File: config.mk
export PLATFORM = sky130hd
export DESIGN_NAME = btn_debounce_enc
export DESIGN_NICKNAME = d
export VERILOG_FILES = /design/src/rtl/btn_debounce_enc.sv
export SDC_FILE = /design/constraint.sdc
export NUM_CORES = 1
export LEC_CHECK = 0
export BUFFER_PORTS_ARGS = -buffer_cell sky130_fd_sc_hd__buf_4
export CAP_MARGIN = 20
export CORE_MARGIN = 2
export CORE_UTILIZATION = 40
export CTS_CLUSTER_DIAMETER = 40
export DETAILED_ROUTE_END_ITERATION = 6
export SYNTH_ARGS = -nofsm -noshare
export SYNTH_HDL_FRONTEND = slang
export SYNTH_SLANG_ARGS = --single-unit
File: constraint.sdc
create_clock -name clk -period 11.75 [get_ports clk]
set_input_delay 0 -clock clk [delete_from_list [all_inputs] [get_ports clk]]
set_output_delay 0 -clock clk [all_outputs]
set_load 0.01 [all_outputs]
File: src/rtl/btn_debounce_enc.sv
// Purpose: debounce raw buttons, emit press/release pulses, decode D/U/R/L into a move direction with auto-repeat step, and flag a long hold.
// Latency: raw edge to btn_db_o is DB_CYCLES+2 cycles; move_en_o/direct_o/step_o follow btn_db_o by one cycle.
// Backpressure: none, pulses are fire-and-forget single-cycle strobes.
//
// Ports:
//   clk, rst         - system clock, asynchronous active-high reset
//   btn_i            - raw active-high pins, asynchronous to clk
//   btn_db_o         - debounced levels; press_o / release_o pulse on debounced edges
//   move_en_o        - exactly one direction button held; direct_o gives which
//   step_o           - movement step strobe with auto-repeat
//   long_rst_o       - long-hold request on btn LONG_IDX (level or pulse by RST_MODE)

`ifndef UP
`define UP    2'b00
`endif
`ifndef DOWN
`define DOWN  2'b01
`endif
`ifndef LEFT
`define LEFT  2'b10
`endif
`ifndef RIGHT
`define RIGHT 2'b11
`endif

module btn_debounce_enc #(
    parameter int NUM_BTN     = 5,
    parameter int DB_CYCLES   = 1_000_000,
    parameter int LONG_CYCLES = 50_000_000,
    parameter int LONG_IDX    = 4,
    parameter int RPT_DELAY   = 25_000_000,
    parameter int RPT_PERIOD  = 5_000_000,
    parameter int RST_MODE    = 0
) (
    input  logic               clk,
    input  logic               rst,
    input  logic [NUM_BTN-1:0] btn_i,
    output logic [NUM_BTN-1:0] btn_db_o,
    output logic [NUM_BTN-1:0] press_o,
    output logic [NUM_BTN-1:0] release_o,
    output logic               move_en_o,
    output logic [1:0]         direct_o,
    output logic               step_o,
    output logic               long_rst_o
);

    // Debounce counter never exceeds DB_CYCLES-1.
    localparam int DBW     = $clog2(DB_CYCLES);
    localparam int RPT_MAX = (RPT_DELAY > RPT_PERIOD) ? RPT_DELAY : RPT_PERIOD;
    localparam int RPTW    = $clog2(RPT_MAX + 1);
    localparam int LW      = $clog2(LONG_CYCLES + 1);

    localparam logic [DBW-1:0]  DB_LAST  = DBW'(DB_CYCLES - 1);
    localparam logic [RPTW-1:0] RPT_DLY  = RPTW'(RPT_DELAY);
    localparam logic [RPTW-1:0] RPT_PER  = RPTW'(RPT_PERIOD);
    localparam logic [RPTW-1:0] RPT_SAT  = RPTW'(RPT_MAX);
    localparam logic [LW-1:0]   LONG_MAX = LW'(LONG_CYCLES);

    // ------------------------------------------------------------------
    // Two-flop synchronizer
    // ------------------------------------------------------------------
    logic [NUM_BTN-1:0] sync1;
    logic [NUM_BTN-1:0] sync2;

    always_ff @(posedge clk or posedge rst) begin
        if (rst) begin
            sync1 <= '0;
            sync2 <= '0;
        end else begin
            sync1 <= btn_i;
            sync2 <= sync1;
        end
    end

    // ------------------------------------------------------------------
    // Per-channel debounce. A channel flips once the synchronized value
    // has disagreed with the debounced level for DB_CYCLES consecutive
    // cycles; any agreeing cycle restarts the count.
    // ------------------------------------------------------------------
    logic [NUM_BTN-1:0] flip;
    logic [NUM_BTN-1:0] db_nxt;

    for (genvar i = 0; i < NUM_BTN; i++) begin : g_ch
        logic [DBW-1:0] cnt;

        assign flip[i] = (sync2[i] != btn_db_o[i]) && (cnt == DB_LAST);

        always_ff @(posedge clk or posedge rst) begin
            if (rst) begin
                cnt <= '0;
            end else if ((sync2[i] == btn_db_o[i]) || flip[i]) begin
                cnt <= '0;
            end else begin
                cnt <= cnt + 1'b1;
            end
        end
    end

    assign db_nxt = btn_db_o ^ flip;

    always_ff @(posedge clk or posedge rst) begin
        if (rst) begin
            btn_db_o  <= '0;
            press_o   <= '0;
            release_o <= '0;
        end else begin
            btn_db_o  <= db_nxt;
            press_o   <= flip & ~btn_db_o;
            release_o <= flip & btn_db_o;
        end
    end

    // ------------------------------------------------------------------
    // Direction decode: only a single held direction is a valid move.
    // ------------------------------------------------------------------
    logic       move_nxt;
    logic [1:0] dir_nxt;

    always_comb begin
        move_nxt = 1'b1;
        dir_nxt  = `DOWN;
        case (btn_db_o[3:0])
            4'b0001: dir_nxt  = `DOWN;
            4'b0010: dir_nxt  = `UP;
            4'b0100: dir_nxt  = `RIGHT;
            4'b1000: dir_nxt  = `LEFT;
            default: move_nxt = 1'b0;
        endcase
    end

    // ------------------------------------------------------------------
    // Step / auto-repeat. rpt_phase selects the initial delay (0) or the
    // steady repeat period (1); the counter measures cycles since the
    // last step pulse.
    // ------------------------------------------------------------------
    logic [RPTW-1:0] rpt_cnt;
    logic [RPTW-1:0] rpt_cnt_inc;
    logic [RPTW-1:0] rpt_target;
    logic            rpt_phase;
    logic            new_dir;
    logic            hold_dir;

    assign new_dir     = move_nxt && (!move_en_o || (dir_nxt != direct_o));
    assign hold_dir    = move_nxt && move_en_o && (dir_nxt == direct_o);
    assign rpt_cnt_inc = rpt_cnt + 1'b1;
    assign rpt_target  = rpt_phase ? RPT_PER : RPT_DLY;

    always_ff @(posedge clk or posedge rst) begin
        if (rst) begin
            move_en_o <= 1'b0;
            direct_o  <= `DOWN;
            step_o    <= 1'b0;
            rpt_cnt   <= '0;
            rpt_phase <= 1'b0;
        end else begin
            move_en_o <= move_nxt;
            direct_o  <= dir_nxt;
            if (hold_dir) begin
                if (rpt_cnt_inc == rpt_target) begin
                    step_o    <= 1'b1;
                    rpt_cnt   <= '0;
                    rpt_phase <= 1'b1;
                end else begin
                    step_o <= 1'b0;
                    if (rpt_cnt != RPT_SAT) begin
                        rpt_cnt <= rpt_cnt_inc;
                    end
                end
            end else begin
                step_o    <= new_dir;
                rpt_cnt   <= '0;
                rpt_phase <= 1'b0;
            end
        end
    end

    // ------------------------------------------------------------------
    // Long-press. The counter follows db_nxt so its value during a cycle
    // equals the number of debounced-high cycles up to and including it.
    // ------------------------------------------------------------------
    logic [LW-1:0] long_cnt;
    logic          long_at_max;
    logic          long_seen_q;

    assign long_at_max = (long_cnt == LONG_MAX);

    always_ff @(posedge clk or posedge rst) begin
        if (rst) begin
            long_cnt    <= '0;
            long_seen_q <= 1'b0;
        end else begin
            if (!db_nxt[LONG_IDX]) begin
                long_cnt <= '0;
            end else if (!long_at_max) begin
                long_cnt <= long_cnt + 1'b1;
            end
            long_seen_q <= long_at_max;
        end
    end

    // Pulse mode fires only on the first cycle at the saturated value.
    assign long_rst_o = long_at_max && ((RST_MODE == 0) || !long_seen_q);

endmodule

* After elaboration in Yosys (flattened, before gate mapping)
Cells that the tools add are included.
** Operators by class
- $mul :: 0
- Reduce and logical (&&, ||, !) cells :: 16
- Mux-type cells :: 17
- Bitwise gates (word level) :: 4
- Magnitude comparators :: 0
- Shift-type cells :: 0
- Equality and inequality tests :: 27
- Add/sub/neg operators :: 7
- Divide/modulo/power cells :: 0
** Operators by type and width (count)
- adder 20 x 1 -> 20 bit (second input constant) :: 5
- == test 20 bit (second input constant) :: 5
- two-way mux 20 bit :: 5
- two-way mux 25 bit :: 4
- two-way mux 26 bit :: 2
- adder 26 x 1 -> 26 bit (second input constant) :: 1
- == test 26 bit (second input constant) :: 1
- adder 25 x 1 -> 25 bit (second input constant) :: 1
- == test 25 bit :: 1
- != test 25 bit (second input constant) :: 1
- AND 5 bit :: 2
- logical AND 1 bit :: 8
- logical OR 1 bit :: 6
- case mux 2 bit (3 select lines) :: 1
- == test 1 bit :: 5
- two-way mux 1 bit :: 5
- != test 1 bit :: 5
- inverter 5 bit :: 1
- XOR 5 bit :: 1
- == test 4 x 1 -> 1 bit (second input constant) :: 1
- == test 4 x 2 -> 1 bit (second input constant) :: 1
- == test 4 x 3 -> 1 bit (second input constant) :: 1
- == test 4 bit (second input constant) :: 1
- OR reduction 4 bit :: 1
- 6 further kinds :: 6
** Storage, ports and cells
- Bits in registers :: 181
- Latch bits :: 0
- Memory bits (read-only) :: 0
- Input bits :: 7
- Memories :: 0
- Output and inout port bits :: 20
- Memory bits (writable) :: 0
- Word-level logic and storage cells :: 87

* Depth between registers and ports, before layout
Gate-level depths: netlist of the first run.
- Word-level depth :: 6
- Depth in mapped cells :: 10
- Mapped depth without buffers :: 8

* Least setup slack after synthesis of the first run
Ideal clock, no wire load.
- Path kind :: register to register
- From :: register rpt_cnt[1]
- To :: register rpt_cnt[12]
- Period minus slack after synthesis :: 3.010 ns
- Arrival :: 2.875 ns
- Buffers on the path :: 2
- Required time :: 11.615 ns
- Cell stages (with the launch flop) :: 11
- Slack :: 8.740 ns
- Setup time :: 0.135 ns
- Cells stage by stage :: dfrtp_1 > ha_1 > nand3_2 > or4_1 > buf_2 > o31a_1 > nor4_1 > or4b_4 > a21oi_4 > buf_12 > nor3_2
** On the way
- Longest elaborated chain between the ends :: 4
- Elaborated cells between the ends (all ways) :: 7
- Classes of those cells :: add/sub (1); eq/ne (3); mux (3)
** Ends and longest elaborated chain
- start, declared :: line 136 : logic [RPTW-1:0] rpt_cnt;
- start signal, assigned :: line 166 : rpt_cnt <= rpt_cnt_inc;
- adder 25 x 1 -> 25 bit :: line 145 : assign rpt_cnt_inc = rpt_cnt + 1'b1;
- == test 25 bit / two-way mux 25 bit (equally long branches) :: line 159, 165
- two-way mux 25 bit :: line 159 : if (rpt_cnt_inc == rpt_target) begin
- two-way mux 25 bit :: line 158 : if (hold_dir) begin
Several ways; a longest one is shown, not always the timed one. The select of a mux whose other input is x is not followed.
A chain may end at the register's enable or synchronous reset.

* Worst setup path in the final report of the first run
- From :: register rpt_cnt[1]
- To :: register rpt_cnt[9]
The elaborated chain is that of the path after synthesis.

==> impl_metrics.env, run 1 <==
export IMPL_status="completed"
export IMPL_fill_cells=2040
export IMPL_root_buffer="clkbuf_16"
export IMPL_layout_common_cells="dfrtp_1 (180), nor2_1 (159), xor2_1 (77)"
export IMPL_synthFlopType="dfrtp_1"
export IMPL_cts_clk_slew_worst_paths_ns=0.07
export IMPL_io_pins=27
export IMPL_route_detailed_drc=0
export IMPL_htree_levels=4
export IMPL_required_ns=12.01
export IMPL_critical_path_peak_fanout=16
export IMPL_die_width_um=152
export IMPL_synth_nets=893
export IMPL_initial_core_util=0.405
export IMPL_drv_cap=0
export IMPL_cp_end_kind="flip-flop"
export IMPL_place_congestion=0.831
export IMPL_min_path_type="in2reg"
export IMPL_cts_resized_gates=0
export IMPL_setup_violations_final=0
export IMPL_cts_sinks=181
export IMPL_synth_cell_types=65
export IMPL_place_hpwl_um=10700
export IMPL_maxSlewViolCount=0
export IMPL_clockBufferDepth=2
export IMPL_routed_via_density=5.09
export IMPL_die_h_um=152
export IMPL_drive_gt1_frac=0.102
export IMPL_fin_crit_sh=0.303
export IMPL_synth_edf_count=0
export IMPL_finalHoldViolCount=0
export IMPL_firstDrtPassIters=5
export IMPL_via_count=6082
export IMPL_fin_setup_tns_ns=0
export IMPL_coreArea_um2=21700
export IMPL_max_freq_mhz=281
export IMPL_arrival_ns=3.82
export IMPL_post_cts_buffers=0
export IMPL_seq_power_share=0.506
export IMPL_insertedDiodeCount=0
export IMPL_port_buffers=26
export IMPL_post_dp_cell_area_um2=9200
export IMPL_ys_async_sr_fraction=1.00
export IMPL_cts_made_buffers=17
export IMPL_grt_max_degree=129
export IMPL_drt_wl_total_um=16400
export IMPL_power_density_nw_per_um2=127
export IMPL_yosysWarnings=0
export IMPL_wl_per_cell_um=13.7
export IMPL_startpoint_type="flip-flop"
export IMPL_worst_pin_slew_ns=1.06
export IMPL_setup_worst_path_class="reg2reg"
export IMPL_synth_seq_cells=181
export IMPL_cts_tree="done"
export IMPL_synth_area_um2=8790
export IMPL_ant_nets=0
export IMPL_die_area_um2=23200
export IMPL_grt_antenna_before_repair=0
export IMPL_syn2layout_area_growth_pct=12.2
export IMPL_ys_seq_area_frac=0.516
export IMPL_cts_hold_buffers_added=6
export IMPL_swShare=0.222
export IMPL_r2r_setup_slack_ns=8.19
export IMPL_internal_power_uw=974
export IMPL_min_period_ns=3.56
export IMPL_finalInstanceArea_um2=9860
export IMPL_clock_latency_ns=0.43
export IMPL_p_comb_frac=0.023
export IMPL_num_rows=54
export IMPL_power_uw=1250
export IMPL_ir_worst_vdd_uv=66.6
export IMPL_final_nets=919
export IMPL_grt_ovfl_total=0
export IMPL_layout_commonest_cell="dfrtp_1"
export IMPL_relSlewSlack=0.289
export IMPL_leakagePower_uw=0.00408
export IMPL_p_clk_frac=0.471
export IMPL_syn_area_per_cell_um2=10.0
export IMPL_grt_pass1_wl_um=28800
export IMPL_drt_iter0_drc=394
export IMPL_synth_cells=877
export IMPL_rsz0062_at_grt="false"
export IMPL_grt_pass1_vias=6005
export IMPL_track_usage=0.148
export IMPL_switching_power_uw=279
export IMPL_fin_skew_ns=0.0113
==> critical path, stage by stage, from the launching register on <==
cell     delay [ns]
dfrtp_1        0.42
ha_1           0.32
nand3_2        0.14
or4_1          0.70
o31a_1         0.36
nor4_1         0.24
or4b_4         0.52
a21oi_4        0.55
nor3b_1        0.13
==> power by group through the flow <==
| stage | clock, uW | sequential (uW) | combinational [uW] |
|---|---|---|---|
| 2_1_floorplan | 0 | 645 | 20.2 |
| 3_3_place_gp | 0 | 646 | 28.4 |
| 3_5_place_dp | 0 | 646 | 28.4 |
| 4_1_cts | 606 | 634 | 30.2 |
| 5_1_grt | 632 | 635 | 33.9 |
| 6_report | 590 | 634 | 28.4 |
==> cells in the mapped netlist (2+ instances only) <==
cell type | count | area share
nor3_2 | 11 | 0.013
xor2_1 | 77 | 0.077
o21ai_0 | 13 | 0.0074
nor4bb_1 | 2 | 0.0023
a2111oi_0 | 2 | 0.0020
nand4b_1 | 2 | 0.0020
mux2_2 | 4 | 0.0051
nor3b_1 | 16 | 0.014
mux2i_1 | 3 | 0.0034
nand3_1 | 66 | 0.038
and3_1 | 24 | 0.017
nand2b_1 | 5 | 0.0036
nor4b_1 | 8 | 0.0080
nand4_1 | 28 | 0.020
and3_2 | 2 | 0.0017
or4_1 | 2 | 0.0017
a21oi_2 | 2 | 0.0020
nor4_1 | 13 | 0.0093
ha_1 | 9 | 0.013
nor2_1 | 159 | 0.068
a21oi_1 | 13 | 0.0074
nor3_1 | 18 | 0.010
o21a_1 | 2 | 0.0017
and2_1 | 5 | 0.0036
clkbuf_1 | 18 | 0.0077
or3_1 | 11 | 0.0078
inv_1 | 19 | 0.0081
or4_2 | 3 | 0.0030
nand3b_1 | 2 | 0.0017
clkbuf_8 | 3 | 0.0047
dfrtp_1 | 180 | 0.51
xnor2_1 | 58 | 0.058
nand2_1 | 57 | 0.024
and4_1 | 7 | 0.0070
or2_2 | 2 | 0.0014
nor2b_1 | 2 | 0.0014
==> metal layers <==
layer | vias to the layer above | GRT usage | part of all wire
li1 | 3050 | - | -
met1 | 2951 | 0.205 | 0.49
met2 | 65 | 0.238 | 0.47
met3 | 16 | 0.0287 | 0.024
met4 | 0 | 0.0449 | 0.013
met5 | - | 0 | 0
==> flip-flops by register name, indices dropped and copies added (netlist names), named ones only <==
signal     count
press_o        5
direct_o       2
move_en_o      1
sync1          5
sync2          5
btn_db_o       1
step_o         1
rpt_phase      1
g_ch.cnt     100
rpt_cnt       25
long_cnt      26
release_o      5
==> per-stage QoR <==
stage               cells  hold slack (ns)  utilization  setup WS, ns
floorplan             877           0.0314            -          6.84
global placement     1158            0.111        0.424          8.23
CTS                  1196            0.195        0.455          8.16
global route         1196            0.198        0.455          7.94
finish               1196            0.213        0.455          8.19
detailed placement   1158            0.111        0.424          8.17
==> cells by family after synthesis <==
family          Yosys count  synth area share
fa+ha+maj                 9            0.0128
xor+xnor                135             0.135
mux                       7           0.00854
compound gates           46            0.0347
buf+inv                  46            0.0266
simple gates            453             0.267
flops                   181             0.516
==> final timing paths <==
kind	startpoint	endpoint	depth (start not counted)
worst max-delay path	rpt_cnt[1]	rpt_cnt[9]	8
worst min-delay path	btn_i[2]	sync1[2]	2
worst max register to register	rpt_cnt[1]	rpt_cnt[9]	8
worst min register to register	sync1[2]	sync2[2]	0
max in group asynchronous	rst	g_ch[0].cnt[17]	4
min in group asynchronous	rst	long_cnt[23]	3
==> cell type report <==
| cell class | instances | area, um2 | share of cell area |
|---|---|---|---|
| clock inverters | 14 | 176 | 0.0179 |
| clock buffers | 18 | 429 | 0.0435 |
| well taps | 280 | 350 | 0.0355 |
| flip-flops and latches | 181 | 4530 | 0.459 |
| multi-input cells | 650 | 4030 | 0.408 |
| repair buffers | 34 | 270 | 0.0274 |
| inverters | 19 | 78.8 | 0.00799 |
(Power assumes the default switching activity.)
==> inputs of run 2 (changes only) <==
Settings changed: ABC_AREA set to 1.
Clock period 11.75 ns to 3.3 ns, I/O delays scaled along.
==> run 2 against run 1 <==
Synthesized area is 5.1% higher. First-iteration DRC count is 14% higher. Maximum frequency is 46% higher. Register-to-register slack worse by 7.3 ns. Flip-flop and latch count stayed put. Clock power grew to 3.4 times the previous value. Worst setup slack worse by 7.3 ns. Final cell count is 26% higher. Critical path depth stayed put. Design area is 5.8% higher.
==> impl_metrics.env, run 2 <==
export IMPL_firstDrtPassIters=5
export IMPL_synth_top_area_cell="dfrtp_1"
export IMPL_synth_seq_cells=181
export IMPL_cts_clk_slew_worst_paths_ns=0.07
export IMPL_critPathTopFamily="compound AO/OA/AOI/OAI gates"
export IMPL_synth_nets=1182
export IMPL_required_ns=3.62
export IMPL_synth_top_family_by_area="simple AND/OR/NAND/NOR gates"
export IMPL_ir_worst_vdd_uv=254
export IMPL_rr_worst_depth=8
export IMPL_drv_cap=0
export IMPL_max_freq_mhz=410
export IMPL_drive_gt1_frac=0.0850
export IMPL_holdWs_ns=0.202
export IMPL_power_density_nw_per_um2=419
export IMPL_grt_pass1_vias=7132
export IMPL_routed_via_density=4.97
export IMPL_met1_length_um=9640
export IMPL_io_pins=27
export IMPL_track_usage=0.171
export IMPL_synth_xor_xnor_area_share=0.0209
export IMPL_crit_path_max_incr_delay_ns=0.56
export IMPL_cp_end_kind="flip-flop"
export IMPL_grt_max_degree=85
export IMPL_place_hpwl_um=14000
export IMPL_min_path_type="in2async"
export IMPL_top_regs="g_ch.cnt (100), long_cnt (26), rpt_cnt (25)"
export IMPL_swShare=0.213
export IMPL_clockBufferDepth=2
export IMPL_route_detailed_drc=0
export IMPL_seq_power_share=0.516
export IMPL_critical_path_cell_chain="ha_1, nand3_1, nor3b_2, nand4_1, o21ai_2, inv_2, o21ai_0, a21oi_1"
export IMPL_synthMuxAreaShare=0
export IMPL_maxSlewViolCount=0
export IMPL_layoutNonFillerInstCount=1508
export IMPL_cts_sinks=181
export IMPL_synthSimpleGateAreaFrac=0.325
export IMPL_clock_latency_ns=0.43
export IMPL_r2r_setup_slack_ns=0.86
export IMPL_wl_per_cell_um=12.9
export IMPL_largest_reg_flops=100
export IMPL_p_clk_frac=0.459
export IMPL_critical_path_peak_fanout=18
export IMPL_via_count=7498
export IMPL_coreArea_um2=22600
export IMPL_synth_compound_area_frac=0.0802
export IMPL_arrival_ns=2.75
export IMPL_top_layer_used="met4"
export IMPL_htree_levels=4
export IMPL_ys_async_sr_fraction=1.00
export IMPL_ys_seq_area_frac=0.490
export IMPL_die_h_um=156
export IMPL_syn2layout_area_growth_pct=12.9
export IMPL_place_congestion=0.846
export IMPL_ys_top_cells_by_count="nand2_1 (233), nor2_1 (183), dfrtp_1 (180), inv_1 (160), nor3_1 (73)"
export IMPL_die_width_um=156
export IMPL_leakagePower_uw=0.00450
export IMPL_finalHoldViolCount=0
export IMPL_layout_common_cells="nand2_1 (233), nor2_1 (183), dfrtp_1 (180)"
export IMPL_synthAdderAreaFrac=0.0122
export IMPL_dp_cells=1475
export IMPL_relSlewSlack=0.454
export IMPL_reg2reg_from="g_ch[4].cnt[0]"
export IMPL_fin_skew_ns=0.0145
export IMPL_fin_crit_sh=0.739
export IMPL_p_comb_frac=0.026
export IMPL_worst_pin_slew_ns=0.813
export IMPL_crit_buf_inv=1
export IMPL_layout_commonest_cell="nand2_1"
export IMPL_wl_met2_um=8980
export IMPL_initial_core_util=0.408
export IMPL_die_area_um2=24300
export IMPL_min_period_ns=2.44
export IMPL_drt_iter0_drc=448
export IMPL_post_cts_buffers=0
export IMPL_power_uw=4370
export IMPL_synth_area_um2=9240
export IMPL_fin_setup_tns_ns=0
export IMPL_startpoint_type="flip-flop"
export IMPL_insertedDiodeCount=0
export IMPL_grt_antenna_before_repair=0
export IMPL_grt_ovfl_total=0
export IMPL_internal_power_uw=3440
export IMPL_fill_cells=2231
export IMPL_final_nets=1231
export IMPL_synth_cells=1166
export IMPL_rsz0062_at_grt="false"
export IMPL_yosysMostFrequentCell="nand2_1"
export IMPL_synth_top_area_frac=0.488
export IMPL_synth_edf_count=0
export IMPL_num_rows=55
export IMPL_ys_top_cells_by_area="dfrtp_1 (49%), nand2_1 (9.5%), nor2_1 (7.4%)"
export IMPL_top_register="g_ch.cnt"
export IMPL_synthFlopType="dfrtp_1"
export IMPL_switching_power_uw=929
export IMPL_drt_wl_total_um=19400
export IMPL_wl_met3_um=596
export IMPL_root_buffer="clkbuf_16"
export IMPL_port_buffers=26
export IMPL_setup_worst_path_class="reg2reg"
export IMPL_status="completed"
export IMPL_grt_pass1_wl_um=34000
export IMPL_syn_area_per_cell_um2=7.92
export IMPL_r2r_end="long_cnt[12]"
export IMPL_cts_tree="done"
export IMPL_ant_nets=0
export IMPL_yosysWarnings=0
export IMPL_synth_cell_types=41
export IMPL_cts_made_buffers=17
export IMPL_setup_violations_final=0
export IMPL_cp_slowest_cell="o21ai_2"
## run 2: cell count changes in the layout (fill, tap and decap cells not counted), moves of 12 or more
cell,change
inv_1,+141
xnor2_1,-51
o21ai_0,+16
nand2_1,+176
and3_1,-20
a21oi_1,+54
nor2_4,+12
xor2_1,-62
nor3_1,+55
nor2_1,+24
## run 2: final cells by class
cell class	instances	area, um2	area share
inverter	163	616	0.0590
sequential	181	4530	0.434
clock inverter	9	135	0.0130
tap	285	357	0.0342
clock buffer	18	429	0.0411
timing repair buffer	39	320	0.0307
multi-input combinational	813	4050	0.388
## run 2: per-stage QoR
step / utilization / setup slack (ns) / cell area [um2]
3_3_place_gp: 0.433 / 0.892 / 9810
3_5_place_dp: 0.433 / 0.872 / 9810
6_report: 0.461 / 0.861 / 10400
2_1_floorplan: - / 0.978 / 9240
5_1_grt: 0.461 / 0.596 / 10400
4_1_cts: 0.461 / 0.840 / 10400
## run 2: worst max path at each step
stage                     slack [ns]      startpoint                         end  depth (start not counted)
after CTS                       0.84  g_ch[4].cnt[0]                long_cnt[12]                          8
after global placement          0.89  g_ch[4].cnt[0]                long_cnt[15]                          8
final                           0.86  g_ch[4].cnt[0]                long_cnt[12]                          8
after global routing            0.60  g_ch[4].cnt[0]                 long_cnt[7]                          8
after detailed placement        0.87  g_ch[4].cnt[0]                 long_cnt[7]                          8
after floorplan                 0.98             rst  asynchronous set/reset pin                          1
## run 2: repair_timing
action | in CTS | in global routing
hold buffers | 6 | 0
gates resized for setup | 0 | 0
hold endpoints to repair | 29 | 0
## run 2: metal layers
metal | GRT usage | vias up
met5 | 0 | -
met4 | 0.0437 | 0
met3 | 0.0350 | 13
met2 | 0.273 | 100
met1 | 0.239 | 3495
li1 | - | 3890
## run 2: cells by family (layout without fill, tap and decap cells)
logic type | Yosys count | count (layout)
and+or+nand+nor | 649 | 649
xor gates and xnor gates | 22 | 22
buffers and inverters | 172 | 229
DFF | 181 | 181
AOI/OAI and AO/OA | 133 | 133
adders and majority gates | 9 | 9
## run 2: worst reg2reg max path, cell delays in order, from the launching register on
cell and delay, ns:
dfrtp_1 0.37, ha_1 0.20, nand3_1 0.15, nor3b_2 0.25, nand4_1 0.26, o21ai_2 0.56
inv_2 0.29, o21ai_0 0.16, a21oi_1 0.07
## run 2: power by group through the flow
stage	registers (uW)	clock network, uW	logic [uW]
floorplan	2290	0	75.7
global placement	2300	0	113
detailed placement	2300	0	113
CTS	2250	2070	120
global route	2250	2160	135
finish	2250	2000	113
